File: config.mk
export PLATFORM = sky130hd
export DESIGN_NAME = delayed_io_seq
export DESIGN_NICKNAME = d
export VERILOG_FILES = /design/src/rtl/delayed_io_pkg.sv /design/src/rtl/delayed_io_seq_ch.sv /design/src/rtl/delayed_io_seq.sv
export SDC_FILE = /design/constraint.sdc
export NUM_CORES = 2
export LEC_CHECK = 0
export CORE_MARGIN = 1
export CORE_UTILIZATION = 60
export DETAILED_ROUTE_END_ITERATION = 8
export GPL_ROUTABILITY_DRIVEN = 0
export PLACE_DENSITY_LB_ADDON = 0.12
export SYNTH_ARGS = -nofsm -noshare
export SYNTH_HDL_FRONTEND = slang
export SYNTH_SLANG_ARGS = --single-unit
File: constraint.sdc
create_clock -name clk -period 5.9 [get_ports clk]
set_clock_uncertainty 0.2 [all_clocks]
set_input_delay 1.18 -clock clk [delete_from_list [all_inputs] [get_ports clk]]
set_output_delay 1.18 -clock clk [all_outputs]
set_load 0.005 [all_outputs]
File: src/rtl/delayed_io_pkg.sv
// Shared types and defaults for the delayed_io_seq pulse sequencer.
// Optional repeat support is enabled with the DELAYED_IO_REPEAT_EN macro.
package delayed_io_pkg;

  localparam int DEFAULT_NUM_CH = 4;
  localparam int DEFAULT_CNT_W  = 32;
  localparam int REPEAT_W       = 16;

  typedef enum logic [1:0] {
    CH_IDLE,
    CH_DELAY,
    CH_ACTIVE,
    CH_DONE
  } ch_state_t;

  typedef enum logic [1:0] {
    SEQ_IDLE,
    SEQ_RUN,
    SEQ_DONE
  } seq_state_t;

endpackage

File: src/rtl/delayed_io_seq_ch.sv
// One delayed-pulse channel: FSM, down-counter and registered pin.
// With DELAYED_IO_REPEAT_EN a finished channel can be relaunched from its latched settings.
module delayed_io_seq_ch
  import delayed_io_pkg::*;
#(
  parameter int CNT_W = DEFAULT_CNT_W
) (
  input  logic             clk,
  input  logic             rst_n,
  input  logic             start,
  input  logic             abort,
  input  logic             clear,
`ifdef DELAYED_IO_REPEAT_EN
  input  logic             restart,
  output logic             skip,
`endif
  input  logic             en,
  input  logic [CNT_W-1:0] delay,
  input  logic [CNT_W-1:0] width,
  input  logic             polarity,
  output logic             pin,
  output logic             busy,
  output logic             fin
);

  ch_state_t        state;
  logic [CNT_W-1:0] cnt;
  logic [CNT_W-1:0] delay_q;
  logic [CNT_W-1:0] width_q;
  logic             en_q;
  logic             pol_q;
  logic             launch;
  logic [CNT_W-1:0] l_delay;
  logic [CNT_W-1:0] l_width;
  logic             l_pol;

  // The counter holds "cycles remaining minus one", so W=0 collapses onto W=1.
  function automatic logic [CNT_W-1:0] width_load(input logic [CNT_W-1:0] w);
    return (w == '0) ? '0 : w - CNT_W'(1);
  endfunction

  // A launch from IDLE uses the live inputs; a relaunch from DONE uses the latched copy.
  assign l_delay = (state == CH_IDLE) ? delay    : delay_q;
  assign l_width = (state == CH_IDLE) ? width    : width_q;
  assign l_pol   = (state == CH_IDLE) ? polarity : pol_q;

`ifdef DELAYED_IO_REPEAT_EN
  assign launch = (state == CH_IDLE && start && en) ||
                  (state == CH_DONE && restart && en_q);
  assign skip   = restart && en_q && (state != CH_DONE);
`else
  assign launch = state == CH_IDLE && start && en;
`endif

  assign busy = (state == CH_DELAY) || (state == CH_ACTIVE);
  assign fin  = !en_q || (state == CH_DONE) || (state == CH_ACTIVE && cnt == '0);

  // NOTE: sequential state uses non-blocking assignments so every channel and the
  // top-level FSM all update from the same pre-edge values.
  always_ff @(posedge clk) begin
    if (!rst_n) begin
      // NOTE: the latched configuration is reset as well, so fin is defined
      // before the first start edge ever arrives.
      state   <= CH_IDLE;
      cnt     <= '0;
      delay_q <= '0;
      width_q <= '0;
      en_q    <= 1'b0;
      pol_q   <= 1'b0;
      pin     <= ~polarity;
    end else if (abort) begin
      state <= CH_IDLE;
      cnt   <= '0;
      pin   <= ~polarity;
    end else begin
      if (start) begin
        en_q    <= en;
        delay_q <= delay;
        width_q <= width;
        pol_q   <= polarity;
      end
      if (launch) begin
        if (l_delay == '0) begin
          state <= CH_ACTIVE;
          cnt   <= width_load(l_width);
          pin   <= l_pol;
        end else begin
          state <= CH_DELAY;
          cnt   <= l_delay - CNT_W'(1);
          pin   <= ~l_pol;
        end
      end else begin
        case (state)
          CH_IDLE: pin <= ~polarity;
          CH_DELAY: begin
            if (cnt == '0) begin
              state <= CH_ACTIVE;
              cnt   <= width_load(width_q);
              pin   <= pol_q;
            end else begin
              cnt <= cnt - CNT_W'(1);
            end
          end
          CH_ACTIVE: begin
            if (cnt == '0) begin
              state <= CH_DONE;
              pin   <= ~pol_q;
            end else begin
              cnt <= cnt - CNT_W'(1);
            end
          end
          CH_DONE: begin
            if (clear) begin
              state <= CH_IDLE;
              pin   <= ~polarity;
            end
          end
        endcase
      end
    end
  end

endmodule

File: src/rtl/delayed_io_seq.sv
// Multi-channel delayed pulse sequencer: one start edge launches per-channel delay/width pulses.
// Define DELAYED_IO_REPEAT_EN to add periodic repetition (i_period, i_repeat, o_overrun).
module delayed_io_seq
  import delayed_io_pkg::*;
#(
  parameter int NUM_CH = DEFAULT_NUM_CH,
  parameter int CNT_W  = DEFAULT_CNT_W
) (
  input  logic                         clk,
  input  logic                         rst_n,
  input  logic                         i_start,
  input  logic                         i_abort,
  input  logic [NUM_CH-1:0]            i_ch_en,
  input  logic [NUM_CH-1:0][CNT_W-1:0] i_delay,
  input  logic [NUM_CH-1:0][CNT_W-1:0] i_width,
  input  logic [NUM_CH-1:0]            i_polarity,
`ifdef DELAYED_IO_REPEAT_EN
  input  logic [CNT_W-1:0]             i_period,
  input  logic [REPEAT_W-1:0]          i_repeat,
  output logic                         o_overrun,
`endif
  output logic [NUM_CH-1:0]            o_io_pins,
  output logic [NUM_CH-1:0]            o_ch_busy,
  output logic                         o_busy,
  output logic                         o_done
);

  seq_state_t        seq_state;
  logic              start_q;
  logic              start_edge;
  logic              clear;
  logic              seq_finish;
  logic [NUM_CH-1:0] ch_fin;

  assign start_edge = i_start && !start_q && (seq_state == SEQ_IDLE) && !i_abort;
  assign clear      = (seq_state == SEQ_DONE) && !i_start;
  assign o_busy     = |o_ch_busy;

`ifdef DELAYED_IO_REPEAT_EN
  logic [CNT_W-1:0]    per_q;
  logic [CNT_W-1:0]    per_cnt;
  logic [REPEAT_W-1:0] rep_left;
  logic                overrun_q;
  logic                boundary;
  logic [NUM_CH-1:0]   ch_skip;

  // per_cnt reaches zero in the cycle whose closing edge is the period boundary.
  assign boundary   = (seq_state == SEQ_RUN) && (rep_left != '0) && (per_cnt == '0) && !i_abort;
  assign seq_finish = (&ch_fin) && (rep_left == '0);
  assign o_overrun  = overrun_q | (|ch_skip);

  always_ff @(posedge clk) begin
    if (!rst_n) begin
      per_q     <= '0;
      per_cnt   <= '0;
      rep_left  <= '0;
      overrun_q <= 1'b0;
    end else if (start_edge) begin
      per_q     <= i_period;
      per_cnt   <= i_period - CNT_W'(1);
      rep_left  <= (i_period == '0) ? '0 : i_repeat;
      overrun_q <= 1'b0;
    end else begin
      if (boundary) begin
        per_cnt  <= per_q - CNT_W'(1);
        rep_left <= rep_left - REPEAT_W'(1);
      end else if (seq_state == SEQ_RUN && per_cnt != '0) begin
        per_cnt <= per_cnt - CNT_W'(1);
      end
      overrun_q <= overrun_q | (|ch_skip);
    end
  end
`else
  assign seq_finish = &ch_fin;
`endif

  always_ff @(posedge clk) begin
    if (!rst_n) begin
      seq_state <= SEQ_IDLE;
      start_q   <= 1'b0;
      o_done    <= 1'b0;
    end else begin
      start_q <= i_start;
      if (i_abort) begin
        seq_state <= SEQ_IDLE;
        o_done    <= 1'b0;
      end else begin
        case (seq_state)
          SEQ_IDLE: begin
            if (start_edge) begin
              if (i_ch_en == '0) begin
                seq_state <= SEQ_DONE;
                o_done    <= 1'b1;
              end else begin
                seq_state <= SEQ_RUN;
              end
            end
          end
          // Channels finishing on this edge count, so o_done lines up with their DONE entry.
          SEQ_RUN: begin
            if (seq_finish) begin
              seq_state <= SEQ_DONE;
              o_done    <= 1'b1;
            end
          end
          SEQ_DONE: begin
            if (!i_start) begin
              seq_state <= SEQ_IDLE;
              o_done    <= 1'b0;
            end
          end
          default: begin
            seq_state <= SEQ_IDLE;
            o_done    <= 1'b0;
          end
        endcase
      end
    end
  end

  for (genvar c = 0; c < NUM_CH; c++) begin : g_ch
    delayed_io_seq_ch #(
      .CNT_W(CNT_W)
    ) u_ch (
      .clk      (clk),
      .rst_n    (rst_n),
      .start    (start_edge),
      .abort    (i_abort),
      .clear    (clear),
`ifdef DELAYED_IO_REPEAT_EN
      .restart  (boundary),
      .skip     (ch_skip[c]),
`endif
      .en       (i_ch_en[c]),
      .delay    (i_delay[c]),
      .width    (i_width[c]),
      .polarity (i_polarity[c]),
      .pin      (o_io_pins[c]),
      .busy     (o_ch_busy[c]),
      .fin      (ch_fin[c])
    );
  end

endmodule

==> impl_metrics.yaml <==
yosys:
  ys.flop_type: "dfxtp_1"
  synth_warnings: 0
  synth_xor_area_share_pct: 10.4
  avgSynthCellArea_um2: 7.23
  seq_area_frac_synth_pct: 24.3
  yosysTopAreaCell: "dfxtp_1"
  synth-simple-area-share_pct: 29.8
  synth-compound-area-share_pct: 21.6
  netlist_top_cells_area: "dfxtp_1 24%, nand2_1 8.5%, mux2i_1 7.1%, xnor2_1 6.5%, a21boi_0 6.0%"
  yosys.area_share.adder_pct: 1.93
  synth-edff-count: 4
  yosysUniqueCellTypes: 97
  synth_top_family_by_area: "simple AND/OR/NAND/NOR gates"
  synth_top_area_share_pct: 24.0
  ys_ff_latch: 408
  muxShareOfSynthArea_pct: 7.49
  synthArstFlopShare_pct: 0
  synthesis.nets: 4988
  syn_area_um2: 33700
  syn_inst: 4668
timing:
  worst_pin_slew_ps: 1210
  hold_violations: 0
  slew_viol_final: 0
  setup_viol: 0
  fmax_mhz: 210
  period_needed_ps: 4770
  rsz0062_at_grt: "no"
  fin_setup_tns_ps: 0
  period_share_pct: 80.8
  slew_headroom_pct: 18.6
finish:
  synthToLayoutAreaGrowth_pct: 13.5
  drive_gt1_share_pct: 4.99
  num-fill-cells: 4837
  regArea_um2: 8210
  fin_nets: 5050
  multiInputGateArea_um2: 24100
grt:
  grt_overflow_total: 0
  grt_usage_pct: 37.9
  grt_pass1_vias: 32400
  antenna_found_initial: 6
  grt_pass1_wl_um: 176000
  grt_max_degree: 102
route:
  wirelength_um: 112000
  drt-initial-drc-count: 4192
  wire_per_inst_um: 20.3
  drtAntennaViolNets: 0
  vias: 35700
  drc_errors: 0
  via_per_inst: 6.47
  drtPass1Iterations: 7
job:
  maxCapViolCount: 0
floorplanning:
  dieArea_um2: 57200
  row_count: 86
  start_util_pct: 61.0
  dieWidth_um: 239
  die_h_um: 239
  core_um2: 55300
  io_pins: 278
clock_tree:
  cts_resized: 0
  cts_tree: "yes"
  cts_hold_buf: 0
  clock_latency_ps: 610
  clock-sinks: 408
  htreeDepth: 2
  clk_pin_slew_worst_paths_ps: 60
  root_buffer: "clkbuf_16"
  cts_buffers: 49
  post-cts-setup-buffers: 0
  clockBufferDepth: 3
min_path:
  worstHoldPathType: "flip-flop to flip-flop"
pwr:
  power.density_nw_per_um2: 245
  p_leak_nw: 14.7
  power_mw: 9.39
  vdd_drop_max_v: 0.000228
critical_path:
  crit_fanout: 40
  arrival_ps: 5080
  criticalPathCategory: "flip-flop to flip-flop"
  cp-end-kind: "flip-flop"
  worstSetupStartpointType: "flip-flop"
  cp.required_ps: 6210
placement:
  io_buffers: 277
  hpwlAfterDp_um: 81500
outcome:
  run_status: "finished, final reports clean"
## worst max-delay path, cell delays in order (launching register included)
cell and delay (ps):
dfxtp_1 350, inv_1 160, ha_2 760, buf_4 360, nor3b_1 310, o22ai_1 170
or4_1 590, or4_1 550, buf_4 210, nor2b_1 540, nand2_1 110, a221oi_1 320
## logic make-up (layout without fill, tap and decap cells)
family / after synthesis / in the layout
XOR/XNOR: 401 / 401
AO/OA/AOI/OAI: 1119 / 1119
adder cells (fa/ha/maj): 52 / 52
buffers and inverters: 369 / 468
other: 0 / 5
flip-flops: 408 / 408
multiplexers: 251 / 251
AND/OR/NAND/NOR: 2068 / 2068
## path summary, 6_finish.rpt
check | to | cells past startpoint | slack, ps | from
max reg2reg | g_ch[0].u_ch.cnt[2]$_SDFFE_PP0P_ | 11 | 1130 | g_ch[0].u_ch.state[0]$_SDFFE_PP0P_
min | g_ch[2].u_ch.en_q$_SDFFE_PN0P_ | 2 | 260 | g_ch[2].u_ch.en_q$_SDFFE_PN0P_
min reg2reg | g_ch[2].u_ch.en_q$_SDFFE_PN0P_ | 2 | 260 | g_ch[2].u_ch.en_q$_SDFFE_PN0P_
max | g_ch[0].u_ch.cnt[2]$_SDFFE_PP0P_ | 11 | 1130 | g_ch[0].u_ch.state[0]$_SDFFE_PP0P_
## state kept, by name, summed over array words and instances (netlist names)
name	cells
g_ch.u_ch.delay_q	128
o_done	1
g_ch.u_ch.pin	4
g_ch.u_ch.cnt	128
g_ch.u_ch.state	8
g_ch.u_ch.pol_q	4
start_q	1
seq_state	2
g_ch.u_ch.width_q	128
g_ch.u_ch.en_q	4
## placed cells by master (no fill, tap or decap), drive strengths merged, types with 61 or more instances in the layout
cell           count
a21boi           269
a21oi            234
buf               65
clkbuf            76
clkdlybuf4s50    276
dfxtp            404
mux2i            238
nand2            765
nand3             99
nor2             386
nor3             277
nor3b             61
nor4             115
o21ai            242
or3               85
xnor2            251
xor2             150
## synth_stat cells, drive strengths merged, types with 24 or more instances
cell type  count
inv           37
o22ai         60
a31oi         38
or3           85
a21oi        234
nor3         277
nand2b        28
nor3b         61
nand2        765
nand3         99
nand4         31
buf           78
or4           44
or2           25
a211oi        37
a21boi       269
o21ai        242
a22oi         50
o211ai        29
xor2         150
xnor2        251
dfxtp        404
nor2         386
mux2i        238
nor2b         24
nor4         115
ha            52
clkbuf       252
## stage by stage
stage                     setup WS, ps  utilization (%)  hold WS [ps]  cells  instance area [um^2]
final                             1130             69.2           263   5520                 38300
after global routing               820             69.2           289   5516                 38300
after CTS                         1220             69.2           267   5515                 38300
after detailed placement          1070             66.3           259   5427                 36700
after global placement            1060             66.3           247   5427                 36700
after floorplan                   1330                -           239   4668                 33700
## power breakdown
part | switching (mW) | internal (mW) | leakage, nW
Combinational | 2.01 | 1.28 | 10.6
Sequential | 0.154 | 2.87 | 3.33
Clock | 1.30 | 1.77 | 0.789
## cell type report
cell class                      count  share of cell area (%)
Antenna cell                        5                  0.0327
Clock buffer                       76                    3.89
Clock inverter                     12                   0.242
Inverter                           39                   0.382
Multi-Input combinational cell   3891                    63.0
Sequential cell                   408                    21.4
Tap cell                          748                    2.44
Timing Repair Buffer              341                    8.57
## routing by layer
layer	vias up	wire [um]	GRT usage, %
met4	4	6120	19.4
met3	388	11600	7.90
li1	16900	-	-
met1	16600	45700	49.4
met2	1898	48800	58.8
met5	-	28	0
(Power assumes the default switching activity.)
